[src/rtl/print_capture_slave.sv]
// Bus-snooping print slave: captures write beats in its address window into a channel-tagged FIFO drained by valid/ready.
// Push is visible on out_valid_o one cycle later; when full, beats are dropped and counted. Optional sim print: PRINT_CAPTURE_DISPLAY_EN.
module print_capture_slave #(
    parameter logic [31:0] BASE_ADDR    = 32'h50000000,
    parameter int          MATCH_BITS   = 7,
    parameter int          NUM_CHANNELS = 4,
    parameter int          CH_SHIFT     = 2,
    parameter int          DEPTH        = 16,
    localparam int         CH_W         = (NUM_CHANNELS > 1) ? $clog2(NUM_CHANNELS) : 1,
    localparam int         AW           = $clog2(DEPTH)
) (
    input  logic            clk_i,
    input  logic            rst_i,
    input  logic [31:0]     bus_addrData_i,
    input  logic [3:0]      bus_byteEnables_i,
    input  logic [7:0]      bus_burstSize_i,
    input  logic            bus_readNWrite_i,
    input  logic            bus_beginTransaction_i,
    input  logic            bus_endTransaction_i,
    input  logic            bus_dataValid_i,
    output logic            out_valid_o,
    input  logic            out_ready_i,
    output logic [31:0]     out_data_o,
    output logic [3:0]      out_byteEnables_o,
    output logic [CH_W-1:0] out_channel_o,
    output logic [AW:0]     level_o,
    output logic [15:0]     overflow_count_o
);
    localparam int          ENT_W    = 32 + 4 + CH_W;
    localparam logic [AW:0] LVL_FULL = (AW+1)'(DEPTH);
    localparam logic [AW:0] LVL_ONE  = (AW+1)'(1);

    typedef enum logic [1:0] {S_IDLE, S_ACTIVE, S_IGNORE} state_t;

    state_t             r_state;
    state_t             w_state_nxt;
    logic [CH_W-1:0]    r_ch;
    logic [7:0]         r_burst;
    logic [7:0]         r_beat_cnt;
    logic [ENT_W-1:0]   r_mem [DEPTH];
    logic [AW-1:0]      r_wr_ptr;
    logic [AW-1:0]      r_rd_ptr;
    logic [AW:0]        r_level;
    logic [15:0]        r_ovf;

    logic               w_match;
    logic [CH_W-1:0]    w_addr_ch;
    logic               w_start_wr;
    logic               w_beat;
    logic               w_push_req;
    logic               w_full;
    logic               w_pop;
    logic               w_push;
    logic               w_drop;
    logic [ENT_W-1:0]   w_head;

    assign w_match = bus_addrData_i[31:32-MATCH_BITS] == BASE_ADDR[31:32-MATCH_BITS];

    generate
        if (NUM_CHANNELS > 1) begin : g_ch
            assign w_addr_ch = bus_addrData_i[CH_SHIFT +: CH_W];
        end else begin : g_ch_single
            assign w_addr_ch = '0;
        end
    endgenerate

    assign w_start_wr = bus_beginTransaction_i && w_match && !bus_readNWrite_i;

    // A begin always restarts decoding, even mid-transaction; its cycle carries no data.
    always_comb begin
        w_state_nxt = r_state;
        w_beat      = 1'b0;
        w_push_req  = 1'b0;
        if (bus_beginTransaction_i) begin
            if (w_match) begin
                w_state_nxt = bus_readNWrite_i ? S_IGNORE : S_ACTIVE;
            end else begin
                w_state_nxt = S_IDLE;
            end
        end else begin
            if (r_state == S_ACTIVE) begin
                w_beat     = bus_dataValid_i;
                w_push_req = bus_dataValid_i && (r_beat_cnt <= r_burst);
            end
            if (r_state != S_IDLE && bus_endTransaction_i) begin
                w_state_nxt = S_IDLE;
            end
        end
    end

    always_ff @(posedge clk_i or posedge rst_i) begin
        if (rst_i) begin
            r_state    <= S_IDLE;
            r_ch       <= '0;
            r_burst    <= '0;
            r_beat_cnt <= '0;
        end else begin
            r_state <= w_state_nxt;
            if (w_start_wr) begin
                r_ch       <= w_addr_ch;
                r_burst    <= bus_burstSize_i;
                r_beat_cnt <= '0;
            end else if (w_beat && r_beat_cnt != 8'hFF) begin
                r_beat_cnt <= r_beat_cnt + 8'd1;
            end
        end
    end

    // A pop in the same cycle frees the slot a full-FIFO push needs.
    assign w_full = (r_level == LVL_FULL);
    assign w_pop  = out_valid_o && out_ready_i;
    assign w_push = w_push_req && (!w_full || w_pop);
    assign w_drop = w_push_req && w_full && !w_pop;

    always_ff @(posedge clk_i or posedge rst_i) begin
        if (rst_i) begin
            r_wr_ptr <= '0;
            r_rd_ptr <= '0;
            r_level  <= '0;
            r_ovf    <= '0;
        end else begin
            if (w_push) begin
                r_wr_ptr <= r_wr_ptr + AW'(1);
            end
            if (w_pop) begin
                r_rd_ptr <= r_rd_ptr + AW'(1);
            end
            if (w_push && !w_pop) begin
                r_level <= r_level + LVL_ONE;
            end else if (!w_push && w_pop) begin
                r_level <= r_level - LVL_ONE;
            end
            if (w_drop && r_ovf != 16'hFFFF) begin
                r_ovf <= r_ovf + 16'd1;
            end
        end
    end

    always_ff @(posedge clk_i) begin
        if (w_push) begin
            r_mem[r_wr_ptr] <= {bus_addrData_i, bus_byteEnables_i, r_ch};
        end
    end

    // Stale array contents are masked so the head reads as zero while empty.
    assign out_valid_o       = (r_level != '0);
    assign w_head            = out_valid_o ? r_mem[r_rd_ptr] : '0;
    assign out_data_o        = w_head[ENT_W-1 -: 32];
    assign out_byteEnables_o = w_head[CH_W +: 4];
    assign out_channel_o     = w_head[CH_W-1:0];
    assign level_o           = r_level;
    assign overflow_count_o  = r_ovf;

`ifdef PRINT_CAPTURE_DISPLAY_EN
    always @(posedge clk_i) begin
        if (!rst_i && w_push) begin
            $display("(t=%0t) print ch%0d: %h", $time, r_ch, bus_addrData_i);
        end
        if (!rst_i && w_drop) begin
            $display("(t=%0t) print overflow ch%0d", $time, r_ch);
        end
    end
`else
`endif

endmodule

[config.mk]
export PLATFORM = sky130hd
export DESIGN_NAME = print_capture_slave
export DESIGN_NICKNAME = d
export VERILOG_FILES = /design/src/rtl/print_capture_slave.sv
export SDC_FILE = /design/constraint.sdc
export NUM_CORES = 1
export LEC_CHECK = 0
export CORE_UTILIZATION = 60
export DETAILED_ROUTE_END_ITERATION = 7
export PLACE_DENSITY = 0.79
export SYNTH_ARGS = -nofsm -noshare
export SYNTH_HDL_FRONTEND = slang
export SYNTH_SLANG_ARGS = --single-unit
[constraint.sdc]
create_clock -name clk_i -period 5.33 [get_ports clk_i]
set_input_delay 1.066 -clock clk_i [delete_from_list [all_inputs] [get_ports clk_i]]
set_output_delay 1.066 -clock clk_i [all_outputs]
set_load 0.005 [all_outputs]
# Word-level counts from Yosys, hierarchy flattened
# Memories as Yosys holds them, arrays and structs flattened.
# Index checks and enable logic that the tools add are counted.
# W data, S select, Z words.
# op_classes
add_sub_neg	6
magnitude_cmp	1
n_eq_ne	5
mux	15
reduce_logical	22
# op_table
operator	count
$mux W38	1
$add A16 B1 Y16 const B	1
$mux W8	2
$ne A16 B16 Y1 const B	1
$logic_and A1 B1 Y1	12
$mux W5	2
$add A4 B1 Y4 const B	2
$add A8 B1 Y8 const B	1
$le A8 B8 Y1	1
$mux W2	4
$ne A8 B8 Y1 const B	1
$reduce_bool A2 Y1	4
$eq A7 B6 Y1 const B	1
$mux W1	6
$add A5 B1 Y5 const B	1
$eq A5 B5 Y1 const B	1
$reduce_bool A5 Y1	1
$sub A5 B1 Y5 const B	1
$logic_not A1 Y1	4
$eq A2 B1 Y1 const B	1
$logic_or A1 B1 Y1	1
# word_totals
ff_bits	49
ramBits	608
inputBits	51
out_inout_bits	60
word_cells	58
memories	1
# memory_table
memory	depth	width	read_ports	rd_clocked_by_memory_dff	wr	line	rtl
r_mem	16	38	1	0	1	40	logic [ENT_W-1:0] r_mem [DEPTH];

# Depth between registers and ports, before layout
# Gate-level depths: netlist (run 1).
# depth
depth_word	9
mapped_depth	15

# Worst setup path before layout (run 1)
# No wires, ideal clock.
# synth_timing
path_kind	input to register
start	in bus_beginTransaction_i
end	mem r_mem[3][0] (netlist name), enable pin
setup_ns	0.480
arrival_ns	4.746
t_required_ns	4.850
path_slack_ns	0.103
path_stages	7
path_buffers	2
path_cell_list	nand4bb_1 > clkbuf_1 > nand2b_1 > a21oi_1 > clkbuf_1 > nand2_1 > nor3_1
# synth_via
elab_chain_len	4
# synth_lines
item	line	rtl
from (decl)	18	input logic bus_beginTransaction_i,
$mux W1	74	if (bus_beginTransaction_i) begin
$logic_and A1 B1 Y1	112	assign w_push = w_push_req && (!w_full || w_pop);
$mux W1	140	if (w_push) begin
$mux W1 (not written as such)	141	r_mem[r_wr_ptr] <= {bus_addrData_i, bus_byteEnables_i, r_ch};
to (decl)	40	
# No other way between the ends.

# Final worst setup path (run 1)
# layout_timing
start	reg r_rd_ptr[0]
end	out out_data_o[30]
# layout_via
elab_chain_len	2
# layout_lines
item	line	rtl
from (decl)	42	logic [AW-1:0] r_rd_ptr;
from (signal assigned)	126	r_rd_ptr <= r_rd_ptr + AW'(1);
$mem_v2 Z16 W38	-	
$mux W38	147	assign w_head = out_valid_o ? r_mem[r_rd_ptr] : '0;
to (decl)	23	output logic [31:0] out_data_o,
# No other way between the ends.

==> results_dict.tcl, run 1 <==
set metrics [dict create \
    status "complete, no violations" \
    finalCritPeriodShare_pct 85.0 \
    gr-total-overflow 0 \
    p_seq_share_pct 42.7 \
    p_sw_share_pct 26.0 \
    cp.arrival_ns 3.46 \
    power.switching_mw 3.65 \
    crit_chain "buf_12 -> mux4_2 -> mux4_2 -> and2_1 -> clkdlybuf4s50_1" \
    worstPathRequired_ns 4.26 \
    clock_path_buffers 3 \
    cts_tree "done" \
    relSlewSlack_pct 30.3 \
    fin_tns_setup_ns 0 \
    cp_max_fo 32 \
    clk_latency_ns 0.60 \
    numCtsBuffers 66 \
    start_util_pct 61.0 \
    ys_seq_area_share_pct 75.8 \
    yosysMostFrequentCell "edfxtp_1" \
    antenna_found_initial 1 \
    gp_congestion 0.795 \
    h-tree-depth 3 \
    drt_iter0_drc 1276 \
    worstHoldPathType "flip-flop to flip-flop" \
    ys_seq_elements 657 \
    cp_common_cell "mux4_2" \
    ir_drop_mv 0.312 \
    avgSynthCellArea_um2 22.5 \
    fin_cells 1891 \
    yosysUniqueCellTypes 41 \
    ff2ff_setup_slack_ns 2.10 \
    cts_sinks 657 \
    synth-edff-count 608 \
    slew_viol_final 0 \
    synthCells 1144 \
    viasPerCell 6.52 \
    worst-setup-path-type "flip-flop to output pin" \
    fin_util_pct 70.4 \
    hold_violations 0 \
    worstSetupStartpointType "flip-flop" \
    num-nets-final 1372 \
    power.density_nw_per_um2 473 \
    synthFlopType "edfxtp_1" \
    ctsResizeCount 0 \
    synth.largest_area_cell "edfxtp_1" \
    antenna_left 0 \
    areaGrowthSynthToFinish_pct 15.4 \
    post-dp-hpwl_um 28500 \
    timing.hold.ws_ns 0.493 \
    syn_nets 1215 \
    ys_warn_count 0 \
    holdPathEnd "r_state[1]$_DFFE_PP0P_" \
    hold_depth 1 \
    vias 12300 \
    p_comb_share_pct 26.2 \
    die_y_um 209 \
    dp_cells 1772 \
    rr_startpoint "level_o[0]$_DFFE_PP0P_" \
    async_flop_share_pct 7.46 \
    worstHoldStart "r_state[1]$_DFFE_PP0P_" \
    maxCapViolCount 0 \
    cpMaxStageDelayCell "dfrtp_4" \
    end_kind "output pin" \
    io_buffers 110 \
    drive_gt1_share_pct 25.7 \
    setup_viol 0 \
    worstRegToRegCells 12 \
    die_area_um2 43700 \
    wirelength_um 56600 \
    crit_start "r_rd_ptr[0]$_DFFE_PP0P_" \
    grt_pass1_vias 12900 \
    core.rowCount 75 \
    grtUsageTotal_pct 26.9 \
    diodes 0 \
    clkPwrFrac_pct 31.1 \
    grt_max_degree 50 \
    wl_per_cell_um 30.0 \
    die_width_um 209 \
    synth_commonest_cells "edfxtp_1, mux4_2, dfrtp_1" \
    worst_slew_pin_slew_ns 1.05 \
    slowest_delay_ns 0.75 \
    fmax_mhz 221 \
    io_pins 111 \
    finalCriticalPeriod_ns 4.53 \
    cts_hold_buf 0 \
    rr_endpoint "level_o[4]$_DFFE_PP0P_" \
    p_leak_nw 9.76 \
    rsz0062_at_grt "no" \
    syn_area_um2 25700 \
    post_cts_buffers 0 \
    grt_pass1_wl_um 83800 \
    synth.top_cell.area_share_pct 71.0 \
    cts_root_buffer "clkbuf_16" \
    core_area_um2 42100 \
    drc 0 \
    path_clk_slew_ns 0.06 \
    firstDrtPassIters 5 \
    skew_ns 0.0205 \
    synth_area_leaders "edfxtp_1, mux4_2, dfrtp_1, and2_1, ha_1" \
    p_int_mw 10.4 \
]
-- cell type report --
cell class	count	area (µm²)
flip-flops and latches	657	19500
repair buffers	143	1550
multi-input cells	419	5880
clock buffers	80	1720
well taps	539	674
clock inverters	39	290
inverters	14	52.6
fillers	2358	12500
-- placed cells by master (no fill, tap or decap), drive strengths merged, types with 3 or more instances in the layout --
cell,count
a21o,4
a21oi,6
and2,40
and3,18
buf,33
clkbuf,80
clkdlybuf4s50,110
clkinv,25
clkinvlp,4
dfrtp,49
edfxtp,608
ha,19
inv,22
mux2,6
mux4,190
nand2,22
nand3,7
nand4,9
nor2,21
nor2b,3
nor3,8
nor4,3
o21ai,14
xnor2,10
xor2,21
-- layer usage --
metal | up-vias | track usage [%] | part of all wire, %
met2 | 672 | 44.7 | 52
met3 | 88 | 4.64 | 8.2
met4 | 2 | 7.86 | 2.1
li1 | 5081 | - | -
met1 | 6489 | 37.2 | 38
met5 | - | 0 | 0.019
-- cells by family (layout without fill, tap and decap cells) --
kind of cell | Yosys count | in the layout | share of synthesized area, %
multiplexers | 197 | 197 | 16.9
flip-flops | 657 | 657 | 75.8
XOR/XNOR | 31 | 31 | 1.06
AND/OR/NAND/NOR | 142 | 142 | 3.08
buffers and inverters | 68 | 276 | 1.45
adder cells (fa/ha/maj) | 20 | 20 | 1.00
AO/OA/AOI/OAI | 29 | 29 | 0.691
-- critical path, delay by kind of cell (launching register included) --
kind / cells / cell delay [ns]
flops: 1 / 0.75
mux: 2 / 1.10
simple gates: 1 / 0.19
buf+inv: 2 / 0.81
-- per-stage QoR --
step,power [mW],setup slack [ns],area (µm²)
2_1_floorplan,8.46,0.103,25700
3_3_place_gp,9.72,1.40,27700
3_5_place_dp,9.77,1.38,27700
4_1_cts,14.2,0.753,29700
5_1_grt,14.5,0.678,29700
6_report,14.0,0.801,29700
-- flip-flops by register name (all words and copies together) (netlist names) --
register,count
r_mem,608
overflow_count_o,16
r_beat_cnt,8
r_burst,8
level_o,5
r_rd_ptr,4
r_wr_ptr,4
r_ch,2
r_state,2
-- worst max-delay path by stage --
stage                                         to  slack [ns]  depth (start not counted)
after floorplan            r_mem[3][0]$_DFFE_PP_        0.10                          7
after global placement    level_o[4]$_DFFE_PP0P_        1.40                         14
after detailed placement  level_o[4]$_DFFE_PP0P_        1.38                         14
after CTS                          out_data_o[3]        0.75                          5
after global routing               out_data_o[3]        0.68                          5
final                             out_data_o[30]        0.80                          5
-- power groups by stage --
stage / combinational, mW / sequential [mW] / clock [mW]
floorplan: 2.65 / 5.82 / 0
global route: 3.90 / 6.02 / 4.60
global placement: 3.61 / 6.10 / 0
CTS: 3.73 / 6.00 / 4.42
finish: 3.68 / 5.99 / 4.37
detailed placement: 3.66 / 6.11 / 0
No activity file was read; power rests on OpenSTA's default activity.
==> run 2, diff against run 1 <==
- clock period: 5.33 -> 4.3 ns (I/O delays scaled with it)
==> run 2 against run 1 <==
  * Non-clock buffer count increased by 16
  * Combinational power increased by 33%
  * Register-to-register slack got worse by 1.2 ns
  * Critical path type unchanged
==> results_dict.tcl, run 2 (synthesis results as in run 1) <==
set metrics [dict create \
    maxCapViolCount 0 \
    wirelength_um 56700 \
    final_common_cell "edfxtp_1" \
    cpMaxStageDelayCell "dfrtp_4" \
    power.density_nw_per_um2 602 \
    areaGrowthSynthToFinish_pct 17.2 \
    fmax_mhz 240 \
    final_cell_mix "edfxtp_1, mux4_2, clkdlybuf4s50_1" \
    relSlewSlack_pct 29.8 \
    top_layer "met5" \
    cts_sinks 657 \
    hold_depth 1 \
    worstPathRequired_ns 3.44 \
    end_kind "output pin" \
    stdcell_area_um2 30100 \
    worst-setup-path-type "flip-flop to output pin" \
    worst-path-buf-inv 2 \
    crit_cells 5 \
    grt_max_degree 67 \
    core.rowCount 75 \
    worstSetupStartpointType "flip-flop" \
    rsz0062_at_grt "no" \
    start_util_pct 61.0 \
    cp_max_fo 50 \
    antenna_found_initial 2 \
    drc 0 \
    p_leak_nw 9.99 \
    num-nets-final 1388 \
    multi_input_area_um2 5890 \
    cp_common_cell "mux4_2" \
    clock_path_buffers 3 \
    h-tree-depth 3 \
    setup_viol 0 \
    fin_tns_setup_ns 0 \
    seq_area_um2 19500 \
    slowest_delay_ns 0.72 \
    dr_wl_met2_um 29500 \
    skew_ns 0.0193 \
    nFillCells 2310 \
    gp_congestion 0.741 \
    numCtsBuffers 66 \
    firstDrtPassIters 5 \
    clk_latency_ns 0.58 \
    grtUsageTotal_pct 27.1 \
    antenna_left 0 \
    post-dp-hpwl_um 29400 \
    gr-total-overflow 0 \
    core_area_um2 42100 \
    io_buffers 110 \
    cts_hold_buf 0 \
    cp.arrival_ns 3.31 \
    die_y_um 209 \
    slew_viol_final 0 \
    grt_pass1_vias 13100 \
    cts_root_buffer "clkbuf_16" \
    vias 12400 \
    hold_violations 0 \
    drt_iter0_drc 1346 \
    crit_chain "buf_12 -> mux4_2 -> mux4_2 -> and2_1 -> clkdlybuf4s50_1" \
    place_area_um2 27800 \
    top_register "r_mem" \
    critPathTopFamily "multiplexers" \
    worst_slew_pin_slew_ns 1.05 \
    worstHoldPathType "flip-flop to flip-flop" \
    finalCriticalPeriod_ns 4.17 \
    largest_reg_flops 608 \
    wl_per_cell_um 29.8 \
    die_width_um 209 \
    status "complete, no violations" \
    drive_gt1_share_pct 26.5 \
    dr_wl_met3_um 4400 \
    grt_pass1_wl_um 84500 \
    viasPerCell 6.49 \
    m1WireLength_um 21600 \
    die_area_um2 43700 \
    finalCritPeriodShare_pct 97.0 \
    path_clk_slew_ns 0.06 \
    cts_tree "done" \
    worstRegToRegCells 11 \
    io_pins 111 \
    ir_drop_mv 0.365 \
]
run 2: changes by cell type in the layout (fill, tap and decap cells not counted), moves of 2 or more:
| cell | delta |
|---|---|
| buf_12 | +7 |
| clkinvlp_4 | -3 |
| clkbuf_1 | +3 |
| bufinv_16 | +7 |
| clkinv_2 | -3 |
| clkbuf_16 | +7 |
| clkinv_4 | -2 |
| inv_6 | -8 |
| buf_4 | +9 |
| clkinv_1 | -4 |
run 2: power by group:
group          internal (mW)  leakage [nW]  switching (mW)
Sequential              7.04          6.09           0.221
Combinational           2.95          2.79            1.93
Clock                   3.67          1.11            2.34
run 2: path summary, 6_finish.rpt:
kind                                               from                         endpoint  slack (ns)
worst max-delay path            r_rd_ptr[1]$_DFFE_PP0P_                 out_channel_o[1]        0.13
worst min register to register   r_state[1]$_DFFE_PP0P_           r_state[1]$_DFFE_PP0P_        0.50
worst max register to register   level_o[0]$_DFFE_PP0P_           level_o[4]$_DFFE_PP0P_        0.93
min in group asynchronous                         rst_i  overflow_count_o[9]$_DFFE_PP0P_        0.88
max in group asynchronous                         rst_i          r_rd_ptr[0]$_DFFE_PP0P_        2.66
worst min-delay path             r_state[1]$_DFFE_PP0P_           r_state[1]$_DFFE_PP0P_        0.50
run 2: repair_timing:
item | 4_1_cts | 5_1_grt
gates resized for setup | 0 | 0
setup buffers | 0 | 6
setup endpoints to repair | 0 | 1
run 2: final cells by class:
cell class / instances / area share, %
sequential: 657 / 64.7
multi-input combinational: 419 / 19.5
clock buffer: 91 / 6.39
timing repair buffer: 159 / 5.83
tap: 539 / 2.24
clock inverter: 25 / 1.14
inverter: 14 / 0.174
antenna: 1 / 0.00830
run 2: stage by stage:
stage	instances	util (%)	setup slack (ns)	total power [mW]	hold slack, ns
5_1_grt	1904	71.5	0.0719	18.8	0.513
6_report	1905	71.5	0.128	18.1	0.499
2_1_floorplan	1144	-	0.440	10.5	0.450
4_1_cts	1898	71.4	0.0611	18.2	0.495
3_3_place_gp	1782	66.0	0.736	12.1	0.461
3_5_place_dp	1782	66.0	0.606	12.2	0.481
run 2: routing by layer:
layer	track usage (%)	vias up
met4	8.42	2
met2	45.5	624
met5	0	-
met1	36.5	6531
met3	5.02	98
li1	-	5114
==> run 3, diff against run 2 <==
- CORE_MARGIN: unset -> 2
- GPL_ROUTABILITY_DRIVEN: unset -> 0
==> run 3 against run 2 <==
  * Sequential power is 0.7% higher
  * Register-to-register slack got worse by 0.06 ns
  * Highest routed layer is now met4
  * Clock power down 7.7%
  * Worst setup slack worse by 0.070 ns
  * Power is 2.6% lower
  * Critical path depth stayed put
  * Critical path type unchanged
==> results_dict.tcl, run 3 (synthesis results as in run 1) <==
set metrics [dict create \
    clk_latency_ns 0.63 \
    p_comb_share_pct 27.2 \
    holdPathEnd "overflow_count_o[10]$_DFFE_PP0P_" \
    grt_pass1_vias 13100 \
    stdcell_area_um2 29900 \
    h-tree-depth 2 \
    rr_endpoint "level_o[4]$_DFFE_PP0P_" \
    grt_util_met3_pct 5.22 \
    ff2ff_setup_slack_ns 0.87 \
    ir_drop_mv 0.481 \
    viasPerCell 6.52 \
    cp.arrival_ns 3.38 \
    areaGrowthSynthToFinish_pct 16.4 \
    rr_startpoint "level_o[0]$_DFFE_PP0P_" \
    grt_pass1_wl_um 85000 \
    antenna_left 0 \
    power.density_nw_per_um2 590 \
    cts_sinks 657 \
    slew_viol_final 0 \
    firstDrtPassIters 6 \
    vias 12400 \
    status "complete, no violations" \
    use_met2_pct 44.6 \
    dp_cells 1787 \
    hold_depth 1 \
    final_common_cell "edfxtp_1" \
    antenna_found_initial 2 \
    numCtsBuffers 61 \
    fin_util_pct 71.0 \
    power_mw 17.7 \
    worstPathRequired_ns 3.44 \
    fmax_mhz 236 \
    top_register "r_mem" \
    crit_start "r_rd_ptr[1]$_DFFE_PP0P_" \
    worst_slew_pin_slew_ns 1.04 \
    met1_usage_pct 35.4 \
    io_buffers 110 \
    num-nets-final 1386 \
    hold_violations 0 \
    clkPwrFrac_pct 31.4 \
    post-dp-hpwl_um 31000 \
    p_seq_share_pct 41.4 \
    largest_reg_flops 608 \
    busiest_layer "met2" \
    dp_worst_setup_slack_ns 0.542 \
    worstHoldPathType "flip-flop to flip-flop" \
    relSlewSlack_pct 30.8 \
    skew_ns 0.0359 \
    fin_tns_setup_ns 0 \
    cts_tree "done" \
    maxCapViolCount 0 \
    clock_path_buffers 3 \
    start_util_pct 61.0 \
    worstRegToRegCells 11 \
    layout_setup_ws_ns 0.0584 \
    cp_max_fo 55 \
    rsz0062_at_grt "no" \
    drt_iter0_drc 1456 \
    die_y_um 211 \
    wl_per_cell_um 30.1 \
    grt_max_degree 56 \
    finalCriticalPeriod_ns 4.24 \
    end_kind "output pin" \
    io_pins 111 \
    drc 0 \
    die_area_um2 44500 \
    p_int_mw 13.2 \
    timing.hold.ws_ns 0.491 \
    die_width_um 211 \
    worstHoldStart "overflow_count_o[10]$_DFFE_PP0P_" \
    core.rowCount 75 \
    drive_gt1_share_pct 26.7 \
    fin_cells 1908 \
    place_area_um2 27800 \
    setup_viol 0 \
    worstSetupStartpointType "flip-flop" \
    cts_hold_buf 0 \
    finalCritPeriodShare_pct 98.6 \
    power.switching_mw 4.47 \
    core_area_um2 42100 \
    wirelength_um 57500 \
    path_clk_slew_ns 0.06 \
    p_sw_share_pct 25.3 \
    worst-setup-path-type "flip-flop to output pin" \
    p_leak_nw 9.90 \
    grtUsageTotal_pct 26.6 \
    gr-total-overflow 0 \
    cts_root_buffer "clkbuf_16" \
    final_cell_mix "edfxtp_1, mux4_2, clkdlybuf4s50_1" \
]
[run 3: changes by cell type in the layout (fill, tap and decap cells not counted), moves of 2 or more]
cell / before / now
buf_12: 23 / 18
buf_4: 26 / 32
clkbuf_1: 15 / 13
clkbuf_16: 73 / 61
clkinv_2: 8 / 10
clkinv_4: 0 / 3
clkinv_8: 0 / 2
clkinvlp_4: 1 / 4
[run 3: what timing repair did]
| action | 4_1_cts | 5_1_grt |
|---|---|---|
| endpoints found under the setup margin | 0 | 16 |
| resized for setup | 0 | 2 |
| endpoints found under the hold margin | 0 | 0 |
| setup buffers | 0 | 4 |
[run 3: metal layers]
| metal | share of wire (%) | wire [µm] |
|---|---|---|
| met5 | 0 | 0 |
| met4 | 2.8 | 1590 |
| met2 | 52 | 29800 |
| met3 | 8.0 | 4590 |
| met1 | 37 | 21500 |
[run 3: power by group through the flow]
stage | clock [mW] | combinational (mW) | sequential, mW
2_1_floorplan | 0 | 3.28 | 7.21
3_3_place_gp | 0 | 4.62 | 7.48
3_5_place_dp | 0 | 4.70 | 7.48
4_1_cts | 5.62 | 4.76 | 7.35
5_1_grt | 5.84 | 5.11 | 7.32
6_report | 5.55 | 4.81 | 7.31
[run 3: layout make-up]
type                            instances  area [µm²]
Sequential cell                       657       19500
Fill cell                            2306       12200
Multi-Input combinational cell        419        5890
Timing Repair Buffer                  162        1740
Clock buffer                           78        1630
Tap cell                              539         674
Clock inverter                         37         448
Inverter                               14        52.6
Antenna cell                            2        5.00
[run 3: critical path: stages (launching register included)]
cell	delay [ns]
dfrtp_4	0.76
buf_12	0.38
mux4_2	0.39
mux4_2	0.54
and2_1	0.19
clkdlybuf4s50_1	0.46
[run 3: worst max path at each step]
stage,endpoint,slack [ns],cells after the start
floorplan,r_mem[3][0]$_DFFE_PP_,0.44,7
global placement,r_ch[1]$_DFFE_PP0P_,0.67,5
detailed placement,r_ch[0]$_DFFE_PP0P_,0.54,5
CTS,out_data_o[5],0.008,5
global route,out_data_o[27],0.02,5
finish,out_data_o[28],0.06,5
